File: config.mk
export PLATFORM = sky130hd
export DESIGN_NAME = animated_pattern_generator
export DESIGN_NICKNAME = d
export VERILOG_FILES = /design/src/rtl/animated_pattern_generator.sv
export SDC_FILE = /design/constraint.sdc
export NUM_CORES = 1
export LEC_CHECK = 0
export CAP_MARGIN = 20
export CORE_ASPECT_RATIO = 0.6
export CORE_MARGIN = 2
export CORE_UTILIZATION = 25
export CTS_CLUSTER_DIAMETER = 150
export CTS_CLUSTER_SIZE = 10
export DETAILED_ROUTE_END_ITERATION = 16
export MAX_ROUTING_LAYER = met4
export SLEW_MARGIN = 10
export SYNTH_ARGS = -nofsm -noshare
export SYNTH_HDL_FRONTEND = slang
export SYNTH_SLANG_ARGS = --single-unit
File: constraint.sdc
create_clock -name i_clk -period 4 [get_ports i_clk]
set_input_delay 0.8 -clock i_clk [delete_from_list [all_inputs] [get_ports i_clk]]
set_output_delay 0.8 -clock i_clk [all_outputs]
set_load 0.005 [all_outputs]
File: src/rtl/animated_pattern_generator.sv
// VGA test pattern generator: nine patterns, frame-synchronous switching, auto-cycle, 2-cycle latency.
// Define TPG_ANIMATION_EN to build the bouncing-box logic behind pattern 8.
module animated_pattern_generator #(
    parameter int VIDEO_WIDTH  = 3,
    parameter int H_VISIBLE    = 640,
    parameter int V_VISIBLE    = 480,
    parameter int CYCLE_FRAMES = 60,
    parameter int BOX_STEP     = 2
) (
    input  logic                   i_clk,
    input  logic                   i_rst_n,
    input  logic [3:0]             i_pattern,
    input  logic                   i_auto,
    input  logic [9:0]             i_hpos,
    input  logic [9:0]             i_vpos,
    input  logic                   i_visible,
    input  logic                   i_frame_start,
    output logic [VIDEO_WIDTH-1:0] o_red_video,
    output logic [VIDEO_WIDTH-1:0] o_grn_video,
    output logic [VIDEO_WIDTH-1:0] o_blu_video,
    output logic                   o_visible,
    output logic [3:0]             o_active_pattern
);

    localparam int BAR_W = H_VISIBLE / 8;

    logic [3:0]             r_active;
    logic [7:0]             r_frame_cnt;
    logic [3:0]             w_next_pattern;
    logic [2:0]             w_bar_idx;
    logic                   w_box_hit;

    logic [3:0]             r_s1_pattern;
    logic                   r_s1_visible;
    logic [2:0]             r_s1_bar;
    logic                   r_s1_hit;
    logic                   r_s1_check;
    logic                   r_s1_grid;
    logic                   r_s1_h4;
    logic                   r_s1_v4;
    logic [VIDEO_WIDTH-1:0] r_s1_ramp;

    logic [VIDEO_WIDTH-1:0] w_red, w_grn, w_blu;
    logic [VIDEO_WIDTH-1:0] r_red, r_grn, r_blu;
    logic                   r_visible;

    // Anything outside 1..7 (including 8) restarts the cycle at pattern 1.
    assign w_next_pattern = (r_active >= 4'd1 && r_active <= 4'd7) ? r_active + 4'd1 : 4'd1;

    always_ff @(posedge i_clk or negedge i_rst_n) begin
        if (!i_rst_n) begin
            r_active    <= 4'd0;
            r_frame_cnt <= 8'd0;
        end else if (i_frame_start) begin
            if (!i_auto) begin
                r_active    <= i_pattern;
                r_frame_cnt <= 8'd0;
            end else if (r_frame_cnt == 8'(CYCLE_FRAMES - 1)) begin
                r_active    <= w_next_pattern;
                r_frame_cnt <= 8'd0;
            end else begin
                r_frame_cnt <= r_frame_cnt + 8'd1;
            end
        end
    end

`ifdef TPG_ANIMATION_EN
    typedef enum logic {DIR_INC = 1'b0, DIR_DEC = 1'b1} dir_e;

    localparam logic [10:0] X_MAX = 11'(H_VISIBLE - 32);
    localparam logic [10:0] Y_MAX = 11'(V_VISIBLE - 32);
    localparam logic [10:0] STEP  = 11'(BOX_STEP);

    logic [9:0]  r_box_x, r_box_y;
    dir_e        r_box_dx, r_box_dy;
    logic [10:0] w_x_ext, w_y_ext, w_h_ext, w_v_ext;

    assign w_x_ext = {1'b0, r_box_x};
    assign w_y_ext = {1'b0, r_box_y};
    assign w_h_ext = {1'b0, i_hpos};
    assign w_v_ext = {1'b0, i_vpos};

    always_ff @(posedge i_clk or negedge i_rst_n) begin
        if (!i_rst_n) begin
            r_box_x  <= 10'd0;
            r_box_y  <= 10'd0;
            r_box_dx <= DIR_INC;
            r_box_dy <= DIR_INC;
        end else if (i_frame_start) begin
            if (r_box_dx == DIR_INC) begin
                if (w_x_ext + STEP >= X_MAX) begin
                    r_box_x  <= X_MAX[9:0];
                    r_box_dx <= DIR_DEC;
                end else begin
                    r_box_x <= r_box_x + STEP[9:0];
                end
            end else begin
                if (w_x_ext <= STEP) begin
                    r_box_x  <= 10'd0;
                    r_box_dx <= DIR_INC;
                end else begin
                    r_box_x <= r_box_x - STEP[9:0];
                end
            end
            if (r_box_dy == DIR_INC) begin
                if (w_y_ext + STEP >= Y_MAX) begin
                    r_box_y  <= Y_MAX[9:0];
                    r_box_dy <= DIR_DEC;
                end else begin
                    r_box_y <= r_box_y + STEP[9:0];
                end
            end else begin
                if (w_y_ext <= STEP) begin
                    r_box_y  <= 10'd0;
                    r_box_dy <= DIR_INC;
                end else begin
                    r_box_y <= r_box_y - STEP[9:0];
                end
            end
        end
    end

    assign w_box_hit = (w_h_ext >= w_x_ext) && (w_h_ext <= w_x_ext + 11'd31) &&
                       (w_v_ext >= w_y_ext) && (w_v_ext <= w_y_ext + 11'd31);
`else
    logic w_unused;
    assign w_unused  = ^{i_vpos[9:6], i_vpos[3], 10'(V_VISIBLE), 5'(BOX_STEP)};
    assign w_box_hit = 1'b0;
`endif

    always_comb begin
        w_bar_idx = 3'd0;
        for (int k = 1; k < 8; k++) begin
            if (i_hpos >= 10'(k * BAR_W)) w_bar_idx = w_bar_idx + 3'd1;
        end
    end

    always_ff @(posedge i_clk or negedge i_rst_n) begin
        if (!i_rst_n) begin
            r_s1_pattern <= 4'd0;
            r_s1_visible <= 1'b0;
            r_s1_bar     <= 3'd0;
            r_s1_hit     <= 1'b0;
            r_s1_check   <= 1'b0;
            r_s1_grid    <= 1'b0;
            r_s1_h4      <= 1'b0;
            r_s1_v4      <= 1'b0;
            r_s1_ramp    <= '0;
        end else begin
            r_s1_pattern <= r_active;
            r_s1_visible <= i_visible;
            r_s1_bar     <= w_bar_idx;
            r_s1_hit     <= w_box_hit;
            r_s1_check   <= i_hpos[5] ^ i_vpos[5];
            r_s1_grid    <= (i_hpos[2:0] == 3'd0) || (i_vpos[2:0] == 3'd0);
            r_s1_h4      <= i_hpos[4];
            r_s1_v4      <= i_vpos[4];
            r_s1_ramp    <= VIDEO_WIDTH'(i_hpos >> 4);
        end
    end

    // NOTE: defaults first so every path assigns all three channels and no latch is inferred.
    always_comb begin
        w_red = '0;
        w_grn = '0;
        w_blu = '0;
        case (r_s1_pattern)
            4'd1: w_red = '1;
            4'd2: w_grn = '1;
            4'd3: w_blu = '1;
            4'd4: begin
                w_red = {VIDEO_WIDTH{~r_s1_bar[1]}};
                w_grn = {VIDEO_WIDTH{~r_s1_bar[2]}};
                w_blu = {VIDEO_WIDTH{~r_s1_bar[0]}};
            end
            4'd5: begin
                w_red = {VIDEO_WIDTH{r_s1_check}};
                w_grn = {VIDEO_WIDTH{r_s1_check}};
                w_blu = {VIDEO_WIDTH{r_s1_check}};
            end
            4'd6: begin
                w_red = {VIDEO_WIDTH{r_s1_grid}};
                w_grn = {VIDEO_WIDTH{r_s1_v4}};
                w_blu = {VIDEO_WIDTH{r_s1_h4}};
            end
            4'd7: begin
                w_red = r_s1_ramp;
                w_grn = r_s1_ramp;
                w_blu = r_s1_ramp;
            end
            4'd8: begin
                w_red = {VIDEO_WIDTH{r_s1_hit}};
                w_grn = {VIDEO_WIDTH{r_s1_hit}};
                w_blu = {VIDEO_WIDTH{r_s1_hit}};
            end
            default: ;
        endcase
    end

    always_ff @(posedge i_clk or negedge i_rst_n) begin
        if (!i_rst_n) begin
            r_red     <= '0;
            r_grn     <= '0;
            r_blu     <= '0;
            r_visible <= 1'b0;
        end else begin
            r_red     <= r_s1_visible ? w_red : '0;
            r_grn     <= r_s1_visible ? w_grn : '0;
            r_blu     <= r_s1_visible ? w_blu : '0;
            r_visible <= r_s1_visible;
        end
    end

    assign o_red_video      = r_red;
    assign o_grn_video      = r_grn;
    assign o_blu_video      = r_blu;
    assign o_visible        = r_visible;
    assign o_active_pattern = r_active;

endmodule

==> impl_metrics.ini, run 1 <==
[run_status]
status = completed

[clocking]
clockBufferDepth = 2
clkTransAtPathRegs_ns = 0.05
clkSinkCount = 36
clk_latency_ns = 0.27
hold_buffers = 0
cts_max_level = 2
cts_buffers = 5
root_buffer = clkbuf_16
post-cts-setup-buffer-count = 0
cts_tree = done

[hold_path]
hold_start = r_s1_visible
hold_depth = 0
whs_endpoint = o_visible
hold_path_class = flip-flop to flip-flop

[logic_synthesis]
synth_most_common_cell = dfrtp_1
synth_top_area_share_pct = 44.31
synth_edf_count = 0
async_flop_share_pct = 100.0
ys_types = 52
synthTopCellsByCount = 36 x dfrtp_1, 14 x nand2_1, 14 x o21ai_0
yosys-top-cells-area = dfrtp_1 44%, ha_1 6.2%, o21ai_0 3.4%
ys_ff_latch = 36
synth-main-ff-cell = dfrtp_1
seq_area_frac_synth_pct = 44.31
synthCells = 200
syn_area_per_cell_sq_um = 10.17
syn_nets = 239
synth.largest_area_cell = dfrtp_1
synthesis.area_sq_um = 2033
yosysWarningCount = 0

[detailed_routing]
dr.pass1.iters = 4
drt-initial-drc-count = 134
ant_nets = 0
drc = 0
drt-total-wl_microns = 4586
wl_per_cell_microns = 12.60
viasPerCell = 4.547
vias = 1655

[timing]
setup-violations-final = 0
layout_min_cycle_time_ns = 3.817
min_period_over_period_pct = 95.43
rsz0062_at_grt = true
timing.slew.headroom_pct = 48.00
hold_violations = 0
drv_slew = 0
clock.fmax_ghz = 0.2620
skew_ns = 0.002023
worst_pin_slew_ns = 0.7800

[worst_setup_path]
r2r_end = o_active_pattern[1]
critPathLaunchType = primary input
ff2ff_path_depth = 5
path_buf_inv = 2
worstSetupPathType = primary input to flip-flop
slowest_delay_ns = 0.31
end_kind = flip-flop
crit_chain = buf_6, or2_4, nor3b_4, inv_1, ha_2, o21a_1, ha_1, o21ai_1, nand2_1, ha_1, nor2_1, nor2_1, ha_1, nor2b_4, o21bai_1, ha_2, o311ai_4, xnor3_1, xor2_1
crit_path_frequent_cell = ha_1
reg2reg_slack_ns = 1.85
cp_top_family = adder cells
reg2reg_from = r_frame_cnt[0]
cp_slowest_cell = ha_1
crit_path_max_fanout = 2
arrival_ns = 3.97
cp.required_ns = 4.15

[placement]
port_buffers = 36
gp_congestion = 0.8136
post-dp-hpwl_microns = 3481
placed_cells = 356

[die]
io_pins = 43
initial_core_util_pct = 25.79
dieArea_sq_um = 8894
core_sq_um = 7883
rows = 25
die_h_microns = 73.86
die_w_microns = 120.4

[grt]
grt_pass1_vias = 1534
grt.overflow.total = 0
grt_pass1_wl_microns = 7734
grt_usage_pct = 11.38
antenna_found_initial = 0
grt_max_degree = 37

[pwr]
power_leakage_nw = 1.229
report.power.total_mw = 1.185
powerDensity_nw_per_um2 = 415.2
ir_worst_vdd_uv = 191.2

[cells_and_area]
areaGrowthSynthToFinish_pct = 40.37
final_cells = 364
final_util_pct = 36.21
diodes = 0
drive_above_1_share_pct = 17.97
final_nets = 294
fillers = 788

[run]
max-cap-violations = 0
## per-stage QoR
step / TNS [ns] / cell area (sq um) / setup slack, ns / hold WS, ns
2_1_floorplan: -0.04687 / 2057 / -0.04687 / 0.3465
3_3_place_gp: -0.9048 / 2650 / -0.5460 / 0.3542
3_5_place_dp: -1.039 / 2650 / -0.6136 / 0.3541
4_1_cts: 0 / 2833 / 0.02307 / 0.3686
5_1_grt: -0.01686 / 2854 / -0.01686 / 0.3709
6_report: 0 / 2854 / 0.1828 / 0.3641
## logic make-up (layout without fill, tap and decap cells)
group,count (synthesis),count (layout),synth area share (%)
and+or+nand+nor,65,65,17.48
buffers and inverters,16,72,3.138
AOI/OAI and AO/OA,57,57,19.45
xor gates and xnor gates,10,10,6.400
adders and majority gates,10,10,6.154
DFF,36,36,44.31
muxes,6,6,3.077
## worst max path at each step
stage | depth (start not counted) | slack [ns] | endpoint | startpoint
global placement | 18 | -0.55 | r_s1_bar[2] | i_hpos[8]
finish | 19 | 0.18 | r_s1_bar[2] | i_hpos[9]
detailed placement | 17 | -0.61 | r_s1_bar[2] | i_hpos[8]
floorplan | 17 | -0.05 | r_s1_bar[2] | i_hpos[8]
CTS | 17 | 0.02 | r_s1_bar[2] | i_hpos[9]
global route | 17 | -0.02 | r_s1_bar[2] | i_hpos[9]
## cells in the final DEF (no fill, tap or decap), types with 5 or more instances in the layout
master            n
nor2b_1           8
clkbuf_16         5
nor2_1            9
buf_4            18
xor2_1            5
nand2_1          14
nand3_1           6
dfrtp_1          36
nand2b_1          5
a21oi_1          13
ha_1              7
inv_1             9
clkdlybuf4s50_1  29
o21ai_0          11
## registers in the layout (all words and copies together), names as in the netlist
register,cells
r_s1_check,1
o_blu_video,3
r_frame_cnt,8
r_s1_ramp,3
o_active_pattern,4
r_s1_grid,1
r_s1_visible,1
r_s1_v4,1
o_red_video,3
o_grn_video,3
o_visible,1
r_s1_bar,3
r_s1_pattern,4
## where the power goes
group | switching [mW] | leakage [nW] | internal, mW
clock network | 0.140 | 0.0808 | 0.293
logic | 0.130 | 0.692 | 0.164
registers | 0.0489 | 0.456 | 0.410
total | 0.319 | 1.23 | 0.866
## area by class of cell
cell class / instances / area (sq um) / share of cell area [%]
repair buffers: 54 / 483.0 / 16.92
clock inverters: 2 / 35.03 / 1.228
multi-input cells: 148 / 1134 / 39.72
well taps: 108 / 135.1 / 4.735
inverters: 10 / 37.54 / 1.315
clock buffers: 6 / 128.9 / 4.516
flip-flops and latches: 36 / 900.9 / 31.57
## what timing repair did
action | 4_1_cts | 5_1_grt
endpoints found under the setup margin | 2 | 2
resized for setup | 15 | 20
pin swaps | 12 | 10
## metal layers
metal	GRT usage [%]	vias up	part of all wire [%]
met1	18.08	786	57
met4	3.488	0	0.92
met2	13.18	34	37
li1	-	831	-
met5	-	-	0
met3	2.950	4	4.4
No activity file was read; power rests on OpenSTA's default activity.
==> run 2, diff against run 1 <==
- GPL_ROUTABILITY_DRIVEN: unset -> 0
- SLEW_MARGIN: 10 -> unset
==> results of run 2 <==
The final DEF is identical to that of run 1; final timing and power are the same.
==> run 3, diff against run 2 <==
- CORE_UTILIZATION: 25 -> 39
- HOLD_SLACK_MARGIN: unset -> 0.02
==> run 3 against run 2 <==
  * Critical path depth unchanged
  * Non-clock buffer count increased by 1
  * Combinational power decreased by 2%
  * Core utilization increased by 18 points
  * Routed wire length decreased by 3.2%
  * Clock power decreased by 21%
  * Register-to-register slack got worse by 0.04 ns
  * Sequential power about the same
  * Largest cell class unchanged
  * Total power decreased by 8.3%
  * Cell count decreased by 11%
  * Maximum frequency decreased by 1.8%
==> impl_metrics.ini, run 3 (synthesis results as in run 1) <==
[cells_and_area]
largest_reg_flops = 8
final_common_cell = dfrtp_1
multi_input_area_sq_um = 1115
layout_common_cells = 36 x dfrtp_1, 29 x clkdlybuf4s50_1, 18 x buf_4
design_area_sq_um = 2750
areaGrowthSynthToFinish_pct = 35.26
regArea_sq_um = 900.9
fillers = 459
drive_above_1_share_pct = 17.12
final_util_pct = 54.68
final_nets = 295
regMostFlops = r_frame_cnt
diodes = 0

[timing]
clock.fmax_ghz = 0.2572
skew_ns = 0.004746
fin_ws_ns = 0.1126
hold_ws_ns = 0.3938
worst_pin_slew_ns = 0.7725
setup-violations-final = 0
drv_slew = 0
layout_min_cycle_time_ns = 3.887
min_period_over_period_pct = 97.18
hold_violations = 0
rsz0062_at_grt = true
timing.slew.headroom_pct = 48.50

[grt]
grt_pass1_vias = 1486
grt_pass1_wl_microns = 7445
antenna_found_initial = 0
grt_usage_pct = 16.76
grt.overflow.total = 0
grt_max_degree = 37

[pwr]
powerDensity_nw_per_um2 = 395.0
power_leakage_nw = 1.217
pwr-share-clk_pct = 31.3
report.power.total_mw = 1.086
p_switching_mw = 0.2954
swShare_pct = 27.20
power_frac_seq_pct = 42.2
pwr-share-comb_pct = 26.5
ir_worst_vdd_uv = 253.9
p_int_mw = 0.7908

[clocking]
clk_latency_ns = 0.28
root_buffer = clkbuf_8
cts_buffers = 5
cts_max_level = 2
cts_tree = done
clkTransAtPathRegs_ns = 0.07
clockBufferDepth = 2
clkSinkCount = 36

[worst_setup_path]
critPathLaunchType = primary input
cp.required_ns = 4.16
end_kind = flip-flop
arrival_ns = 4.05
worstSetupPathType = primary input to flip-flop
crit_path_max_fanout = 2

[placement]
pre_cts_ws_ns = -0.6410
post-dp-hpwl_microns = 3407
place_area_sq_um = 2597
port_buffers = 36

[die]
rows = 20
die_h_microns = 59.93
die_w_microns = 97.22
core_sq_um = 5030
io_pins = 43
initial_core_util_pct = 40.42
dieArea_sq_um = 5826

[run_status]
status = completed

[hold_path]
hold_path_class = flip-flop to flip-flop

[run]
max-cap-violations = 0

[detailed_routing]
wl_per_cell_microns = 13.75
vias = 1671
drt-initial-drc-count = 112
ant_nets = 0
dr.pass1.iters = 4
drt-total-wl_microns = 4441
viasPerCell = 5.173
drc = 0
[run 3: layer usage]
metal / track usage (%) / vias up / part of all wire [%]
met5: - / - / 0
met4: 4.762 / 0 / 0.97
met3: 3.743 / 5 / 5.8
met2: 18.75 / 50 / 35
met1: 27.93 / 784 / 58
li1: - / 832 / -
[run 3: timing repair]
| item | CTS | global route |
|---|---|---|
| gates cloned | 0 | 0 |
| hold buffers | 0 | 0 |
| setup buffers | 1 | 0 |
| endpoints found under the setup margin | 2 | 2 |
| gates resized for setup | 17 | 10 |
| pin swaps | 10 | 11 |
[run 3: final cells by class]
class	count	area share [%]
sequential	36	32.76
clock buffer	7	3.503
tap	66	3.003
inverter	10	1.365
multi-input combinational	148	40.54
clock inverter	1	1.092
timing repair buffer	55	17.74
[run 3: per-stage QoR]
stage          cells  TNS [ns]
6_report         323         0
5_1_grt          323  -0.04625
4_1_cts          323         0
3_5_place_dp     314    -1.128
3_3_place_gp     314   -0.9534
2_1_floorplan    200  -0.04687
[run 3: final timing paths]
| check | from | endpoint | slack (ns) | cells after the start |
|---|---|---|---|---|
| setup / recovery | i_hpos[9] | r_s1_bar[2] | 0.11 | 19 |
| hold / removal | r_s1_visible | o_visible | 0.39 | 0 |
| setup reg to reg | r_frame_cnt[0] | o_active_pattern[0] | 1.81 | 5 |
| hold reg to reg | r_s1_visible | o_visible | 0.39 | 0 |
| max in group asynchronous | i_rst_n | o_blu_video[0] | 2.92 | 1 |
| min in group asynchronous | i_rst_n | r_s1_grid | 0.59 | 1 |
[run 3: worst max-delay path, stage by stage]
cell      delay, ns
buf_6          0.09
or2_4          0.25
nor3b_4        0.26
inv_1          0.07
ha_1           0.23
o21a_1         0.19
ha_1           0.28
o21ai_0        0.08
nand2_1        0.08
ha_1           0.31
nor2_1         0.09
nor2_1         0.05
ha_1           0.28
nor2b_4        0.13
o21bai_1       0.18
ha_2           0.20
o311ai_2       0.06
xnor3_1        0.26
xor2_1         0.15
[run 3: power groups by stage]
| stage | Sequential [mW] | Clock (mW) | Combinational (mW) |
|---|---|---|---|
| after floorplan | 0.448 | 0 | 0.174 |
| after global placement | 0.465 | 0 | 0.275 |
| after detailed placement | 0.465 | 0 | 0.280 |
| after CTS | 0.459 | 0.351 | 0.289 |
| after global routing | 0.468 | 0.367 | 0.321 |
| final | 0.458 | 0.340 | 0.288 |
